[src/rtl/farm_cache.sv]
// farm_cache: direct-mapped, write-back, write-allocate word cache between farm and bridge.
// Define FARM_CACHE_STAT_EN to add saturating hit_cnt/miss_cnt outputs.
module farm_cache #(
    parameter int unsigned IDX_W = 4
) (
    input  logic        clk,
    input  logic        rst_n,
    input  logic        C_in_valid,
    input  logic [7:0]  C_addr,
    input  logic        C_r_wb,
    input  logic [31:0] C_data_w,
    output logic        C_out_valid,
    output logic [31:0] C_data_r,
    input  logic        flush,
    output logic        flush_done,
    output logic        B_in_valid,
    output logic [7:0]  B_addr,
    output logic        B_r_wb,
    output logic [31:0] B_data_w,
    input  logic        B_out_valid,
    input  logic [31:0] B_data_r
`ifdef FARM_CACHE_STAT_EN
    ,
    output logic [15:0] hit_cnt,
    output logic [15:0] miss_cnt
`endif
);

    localparam int unsigned TAG_W = 8 - IDX_W;
    localparam int unsigned LINES = 1 << IDX_W;

    typedef enum logic [3:0] {
        StIdle, StLookup, StWbReq, StWbWait, StFillReq, StFillWait, StResp,
        StFlScan, StFlReq, StFlWait, StFlDone
    } state_e;

    state_e             state_q, state_d;
    logic [7:0]         addr_q;
    logic               r_wb_q;
    logic [31:0]        wdata_q;
    logic               pend_q, pend_d;
    logic [IDX_W-1:0]   scan_q, scan_d;
    logic [LINES-1:0]   valid_q, valid_d;
    logic [LINES-1:0]   dirty_q, dirty_d;

    logic [31:0]        data_mem [LINES];
    logic [TAG_W-1:0]   tag_mem  [LINES];

    logic [IDX_W-1:0]   idx;
    logic [TAG_W-1:0]   tag;
    logic               hit;
    logic               victim_dirty;
    logic               latch;
    logic               wr_en;
    logic [31:0]        wr_data;

    assign idx          = addr_q[IDX_W-1:0];
    assign tag          = addr_q[7:IDX_W];
    assign hit          = valid_q[idx] && (tag_mem[idx] == tag);
    assign victim_dirty = valid_q[idx] && dirty_q[idx];

    always_ff @(posedge clk or negedge rst_n) begin
        if (!rst_n) begin
            state_q <= StIdle;
            addr_q  <= '0;
            r_wb_q  <= 1'b0;
            wdata_q <= '0;
            pend_q  <= 1'b0;
            scan_q  <= '0;
            valid_q <= '0;
            dirty_q <= '0;
        end else begin
            state_q <= state_d;
            pend_q  <= pend_d;
            scan_q  <= scan_d;
            valid_q <= valid_d;
            dirty_q <= dirty_d;
            if (latch) begin
                addr_q  <= C_addr;
                r_wb_q  <= C_r_wb;
                wdata_q <= C_data_w;
            end
        end
    end

    // Line storage carries no reset; valid_q alone qualifies its contents.
    always_ff @(posedge clk) begin
        if (wr_en) begin
            data_mem[idx] <= wr_data;
            tag_mem[idx]  <= tag;
        end
    end

    always_comb begin
        state_d     = state_q;
        pend_d      = pend_q;
        scan_d      = scan_q;
        valid_d     = valid_q;
        dirty_d     = dirty_q;
        latch       = 1'b0;
        wr_en       = 1'b0;
        wr_data     = wdata_q;
        C_out_valid = 1'b0;
        C_data_r    = '0;
        flush_done  = 1'b0;
        B_in_valid  = 1'b0;
        B_addr      = '0;
        B_r_wb      = 1'b0;
        B_data_w    = '0;

        if (flush && state_q != StIdle) pend_d = 1'b1;

        unique case (state_q)
            StIdle: begin
                if (C_in_valid) begin
                    latch   = 1'b1;
                    state_d = StLookup;
                    if (flush) pend_d = 1'b1;
                end else if (flush || pend_q) begin
                    pend_d  = 1'b0;
                    scan_d  = '0;
                    state_d = StFlScan;
                end
            end
            StLookup: begin
                if (hit) begin
                    if (!r_wb_q) begin
                        wr_en        = 1'b1;
                        dirty_d[idx] = 1'b1;
                    end
                    state_d = StResp;
                end else if (victim_dirty) begin
                    state_d = StWbReq;
                end else if (r_wb_q) begin
                    state_d = StFillReq;
                end else begin
                    wr_en        = 1'b1;
                    valid_d[idx] = 1'b1;
                    dirty_d[idx] = 1'b1;
                    state_d      = StResp;
                end
            end
            StWbReq, StWbWait: begin
                B_in_valid = (state_q == StWbReq);
                B_addr     = {tag_mem[idx], idx};
                B_data_w   = data_mem[idx];
                if (state_q == StWbReq) begin
                    state_d = StWbWait;
                end else if (B_out_valid) begin
                    dirty_d[idx] = 1'b0;
                    if (r_wb_q) begin
                        state_d = StFillReq;
                    end else begin
                        wr_en        = 1'b1;
                        valid_d[idx] = 1'b1;
                        dirty_d[idx] = 1'b1;
                        state_d      = StResp;
                    end
                end
            end
            StFillReq, StFillWait: begin
                B_in_valid = (state_q == StFillReq);
                B_addr     = addr_q;
                B_r_wb     = 1'b1;
                if (state_q == StFillReq) begin
                    state_d = StFillWait;
                end else if (B_out_valid) begin
                    wr_en        = 1'b1;
                    wr_data      = B_data_r;
                    valid_d[idx] = 1'b1;
                    dirty_d[idx] = 1'b0;
                    state_d      = StResp;
                end
            end
            StResp: begin
                C_out_valid = 1'b1;
                C_data_r    = data_mem[idx];
                state_d     = StIdle;
            end
            StFlScan: begin
                if (valid_q[scan_q] && dirty_q[scan_q]) begin
                    state_d = StFlReq;
                end else if (&scan_q) begin
                    state_d = StFlDone;
                end else begin
                    scan_d = scan_q + IDX_W'(1);
                end
            end
            StFlReq, StFlWait: begin
                B_in_valid = (state_q == StFlReq);
                B_addr     = {tag_mem[scan_q], scan_q};
                B_data_w   = data_mem[scan_q];
                if (state_q == StFlReq) begin
                    state_d = StFlWait;
                end else if (B_out_valid) begin
                    dirty_d[scan_q] = 1'b0;
                    if (&scan_q) begin
                        state_d = StFlDone;
                    end else begin
                        scan_d  = scan_q + IDX_W'(1);
                        state_d = StFlScan;
                    end
                end
            end
            StFlDone: begin
                flush_done = 1'b1;
                state_d    = StIdle;
            end
            default: state_d = StIdle;
        endcase
    end

`ifdef FARM_CACHE_STAT_EN
    logic [15:0] hit_q, miss_q;

    always_ff @(posedge clk or negedge rst_n) begin
        if (!rst_n) begin
            hit_q  <= '0;
            miss_q <= '0;
        end else if (state_q == StLookup) begin
            if (hit) begin
                if (hit_q != 16'hFFFF) hit_q <= hit_q + 16'd1;
            end else if (miss_q != 16'hFFFF) begin
                miss_q <= miss_q + 16'd1;
            end
        end
    end

    assign hit_cnt  = hit_q;
    assign miss_cnt = miss_q;
`endif

endmodule

[config.mk]
export PLATFORM = sky130hd
export DESIGN_NAME = farm_cache
export DESIGN_NICKNAME = d
export VERILOG_FILES = /design/src/rtl/farm_cache.sv
export SDC_FILE = /design/constraint.sdc
export NUM_CORES = 1
export LEC_CHECK = 0
export BUFFER_PORTS_ARGS = -buffer_cell sky130_fd_sc_hd__buf_2
export CELL_PAD_IN_SITES_DETAIL_PLACEMENT = 1
export CELL_PAD_IN_SITES_GLOBAL_PLACEMENT = 2
export CORE_AREA = 2 2 228 275
export DETAILED_ROUTE_END_ITERATION = 12
export DIE_AREA = 0 0 230 277
export HOLD_SLACK_MARGIN = 0.06
export PLACE_DENSITY_LB_ADDON = 0.3
export SYNTH_ARGS = -nofsm -noshare
export SYNTH_HDL_FRONTEND = slang
export SYNTH_SLANG_ARGS = --single-unit
[constraint.sdc]
create_clock -name clk -period 15.5 [get_ports clk]
set_input_delay 3.1 -clock clk [delete_from_list [all_inputs] [get_ports clk]]
set_output_delay 3.1 -clock clk [all_outputs]
set_load 0.02 [all_outputs]
==> run_results.csv <==
group,metric,value,unit
cts,clk_path_buf_depth,3,
final_layout,layout-drive-gt1-share,0.4262,
cts,htreeDepth,3,
cts,cts_tree,"built",
yosys,syn_area_per_cell,19.16,um2
critical_path,cpPeakStageDelay,0.99,ns
placement,dp.cells,2527,
critical_path,path_delay_family,"buffers and inverters",
cts,cts-resized-gates,0,
cts,postCtsSetupRepairBufs,0,
cts,numCtsBuffers,67,
critical_path,cp_max_fo,42,
yosys,ys_warn_count,0,
yosys,ys_ff_latch,658,
power_and_ir_drop,power,6.672,mW
cts,clkSinkCount,658,
yosys,synth_edf_count,576,
yosys,synth-main-ff-cell,"edfxtp_1",
global_routing,overflow,0,
outcome,status,"finished clean",
yosys,mappedNetlistNets,1729,
critical_path,path_buf_inv,3,
drt,drt_first_iter_violations,1748,
yosys,yosysSeqAreaShare,0.6130,
timing,rsz0062_at_grt,"no",
global_routing,top_usage_layer,"met2",
drt,ant_nets,0,
critical_path,crit_type,"reg2out",
floorplanning,ios,154,
global_routing,grt_max_degree,71,
timing,worst_pin_slew,1.143,ns
yosys,syn_inst,1647,
yosys,ys_async_sr_fraction,0.1246,
run,cap_violations,0,
drt,via_count,17967,
global_routing,grt_pass1_vias,19706,
placement,dpl.hpwl,49250,um
worst_hold_path,min_path_type,"reg2reg",
final_layout,final_nets,1862,
cts,clk_root_buffer_cell,"clkbuf_16",
final_layout,fin_util,0.5760,
critical_path,critical_path.startpoint_type,"flop",
global_routing,use_met3,0.04252,
critical_path,crit_path_top_delay_cell,"dfrtp_4",
timing,slew_headroom,0.2383,
power_and_ir_drop,power_density,188.9,nW/um2
floorplanning,num_rows,100,
timing,finalCritPeriodShare,0.4945,
drt,dr.pass1.iters,6,
drt,drc_errors,0,
floorplanning,initial_core_util,0.5148,
timing,fin_skew,0.02752,ns
timing,setup_tns,0,ns
global_routing,grt.met2_usage,0.4840,
critical_path,crit_path_cell_trace,"buf_4 > buf_4 > mux4_2 > mux4_2 > a22o_1 > buf_2",
cts,clk_pin_slew,0.05,ns
floorplanning,fp.dieH,277,um
global_routing,grt_use_total,0.2849,
yosys,synth_top_cell_by_area,"edfxtp_1",
critical_path,cp.required,12.40,ns
critical_path,cp-end-kind,"output pin",
yosys,syn_area,31560,um2
final_layout,layoutNonFillerInstCount,2646,
drt,wl_per_cell,33.29,um
timing,final_max_slew_viol_count,0,
placement,numPortBuffers,153,
timing,period_needed,7.665,ns
floorplanning,core_area,61310,um2
floorplanning,die_area,63710,um2
final_layout,syn2layout_area_growth,11.88,%
yosys,synthDistinctLibCells,63,
yosys,synth_common_cells,"edfxtp_1 (576), mux4_2 (357), dfrtp_1 (82), mux2_2 (75), nand2_1 (60)",
timing,max_freq,130.5,MHz
cts,cts_hold_buf,0,
timing,setup_viol,0,
global_routing,antenna_found_initial,1,
yosys,synthTopCellsByArea,"edfxtp_1 (55%), mux4_2 (25%), dfrtp_1 (6.5%)",
floorplanning,fp.dieW,230,um
power_and_ir_drop,ir_drop,0.0001018,V
drt,viasPerCell,6.790,
yosys,synth_top_area_frac,0.5480,
timing,hold_ws,0.4984,ns
global_routing,grt_pass1_wl,132500,um
timing,finalHoldViolations,0,
drt,routed_wl,88090,um
final_layout,diodes,0,
placement,routabilityCongestion,0.7747,
power_and_ir_drop,p_leak,11.51,nW
critical_path,critPathArrivalTime,4.57,ns
cts,worstSkewPairLatency,0.61,ns
yosys,synth_most_common_cell,"edfxtp_1",
global_routing,grt_use_met1,0.3787,
## cells by family after synthesis
logic type	Yosys count	synth area share
flip-flops	658	0.6130
multiplexers	454	0.2895
AND/OR/NAND/NOR	216	0.03437
AO/OA/AOI/OAI	164	0.04036
buffers and inverters	146	0.01978
XOR/XNOR	5	0.001388
adder cells (fa/ha/maj)	4	0.001586
## final timing paths
path                       cells past startpoint  slack (ns)        endpoint       from
setup / recovery                               6        7.83    B_data_w[28]  scan_q[0]
hold / removal                                 2        0.50          pend_q     pend_q
setup reg to reg                              11       10.09  tag_mem[15][2]  addr_q[2]
hold reg to reg                                2        0.50          pend_q     pend_q
max in group asynchronous                      2       11.75       addr_q[3]      rst_n
min in group asynchronous                      1        2.44     wdata_q[18]      rst_n
## state kept, by name, indices dropped and copies added, names as in the netlist
| register | cells |
|---|---|
| tag_mem | 64 |
| state_q | 4 |
| pend_q | 1 |
| data_mem | 512 |
| wdata_q | 32 |
| dirty_q | 16 |
| addr_q | 8 |
| valid_q | 16 |
| scan_q | 4 |
| r_wb_q | 1 |
## report_power, final
part / total [mW] / leakage [nW] / internal (mW) / switching, mW
logic: 2.50 / 4.32 / 1.09 / 1.42
clock network: 1.55 / 1.00 / 0.872 / 0.681
registers: 2.62 / 6.19 / 2.38 / 0.232
## worst min-delay path: stages, from the launching register on
cell	delay, ns
dfrtp_1	0.32
nor2_1	0.07
nor2_1	0.08
## stage by stage
step	instance area, um2	worst slack [ns]
floorplan	31560	8.862
global placement	33260	8.383
detailed placement	33260	8.347
CTS	35310	7.706
global route	35310	7.521
finish	35310	7.835
## per-layer routing
layer,wire length (um),vias up
li1,-,7268
met1,33750,9724
met2,45880,798
met3,5761,175
met4,2683,2
met5,13,-
## layout make-up
| type | count | area, um2 |
|---|---|---|
| fill | 5405 | 26000 |
| sequential | 658 | 19380 |
| multi-input combinational | 843 | 11720 |
| clock buffer | 89 | 1800 |
| timing repair buffer | 197 | 1099 |
| tap | 816 | 1021 |
| clock inverter | 30 | 251.5 |
| inverter | 13 | 48.80 |
## cell usage in the layout (no fill, tap or decap), types with 4 or more instances in the layout
master	instances
clkinv_2	13
a22o_1	33
nor2b_4	7
nand3_1	17
a31oi_1	13
a221oi_1	16
o21ai_0	22
clkbuf_16	68
nor2_4	5
mux2i_1	20
clkinv_1	8
a21oi_1	14
nand2b_1	6
nor3_2	6
inv_1	10
o22ai_1	5
a31o_2	18
buf_4	45
nor3_1	7
mux2_2	75
buf_2	152
nand2_1	60
ha_1	4
and3_1	6
nor2_1	36
and2_1	35
clkbuf_1	19
a22oi_1	11
o2bb2ai_1	7
nor2b_1	10
dfrtp_4	7
edfxtp_1	576
dfrtp_1	74
mux4_2	357
No activity file was read; power rests on OpenSTA's default activity.
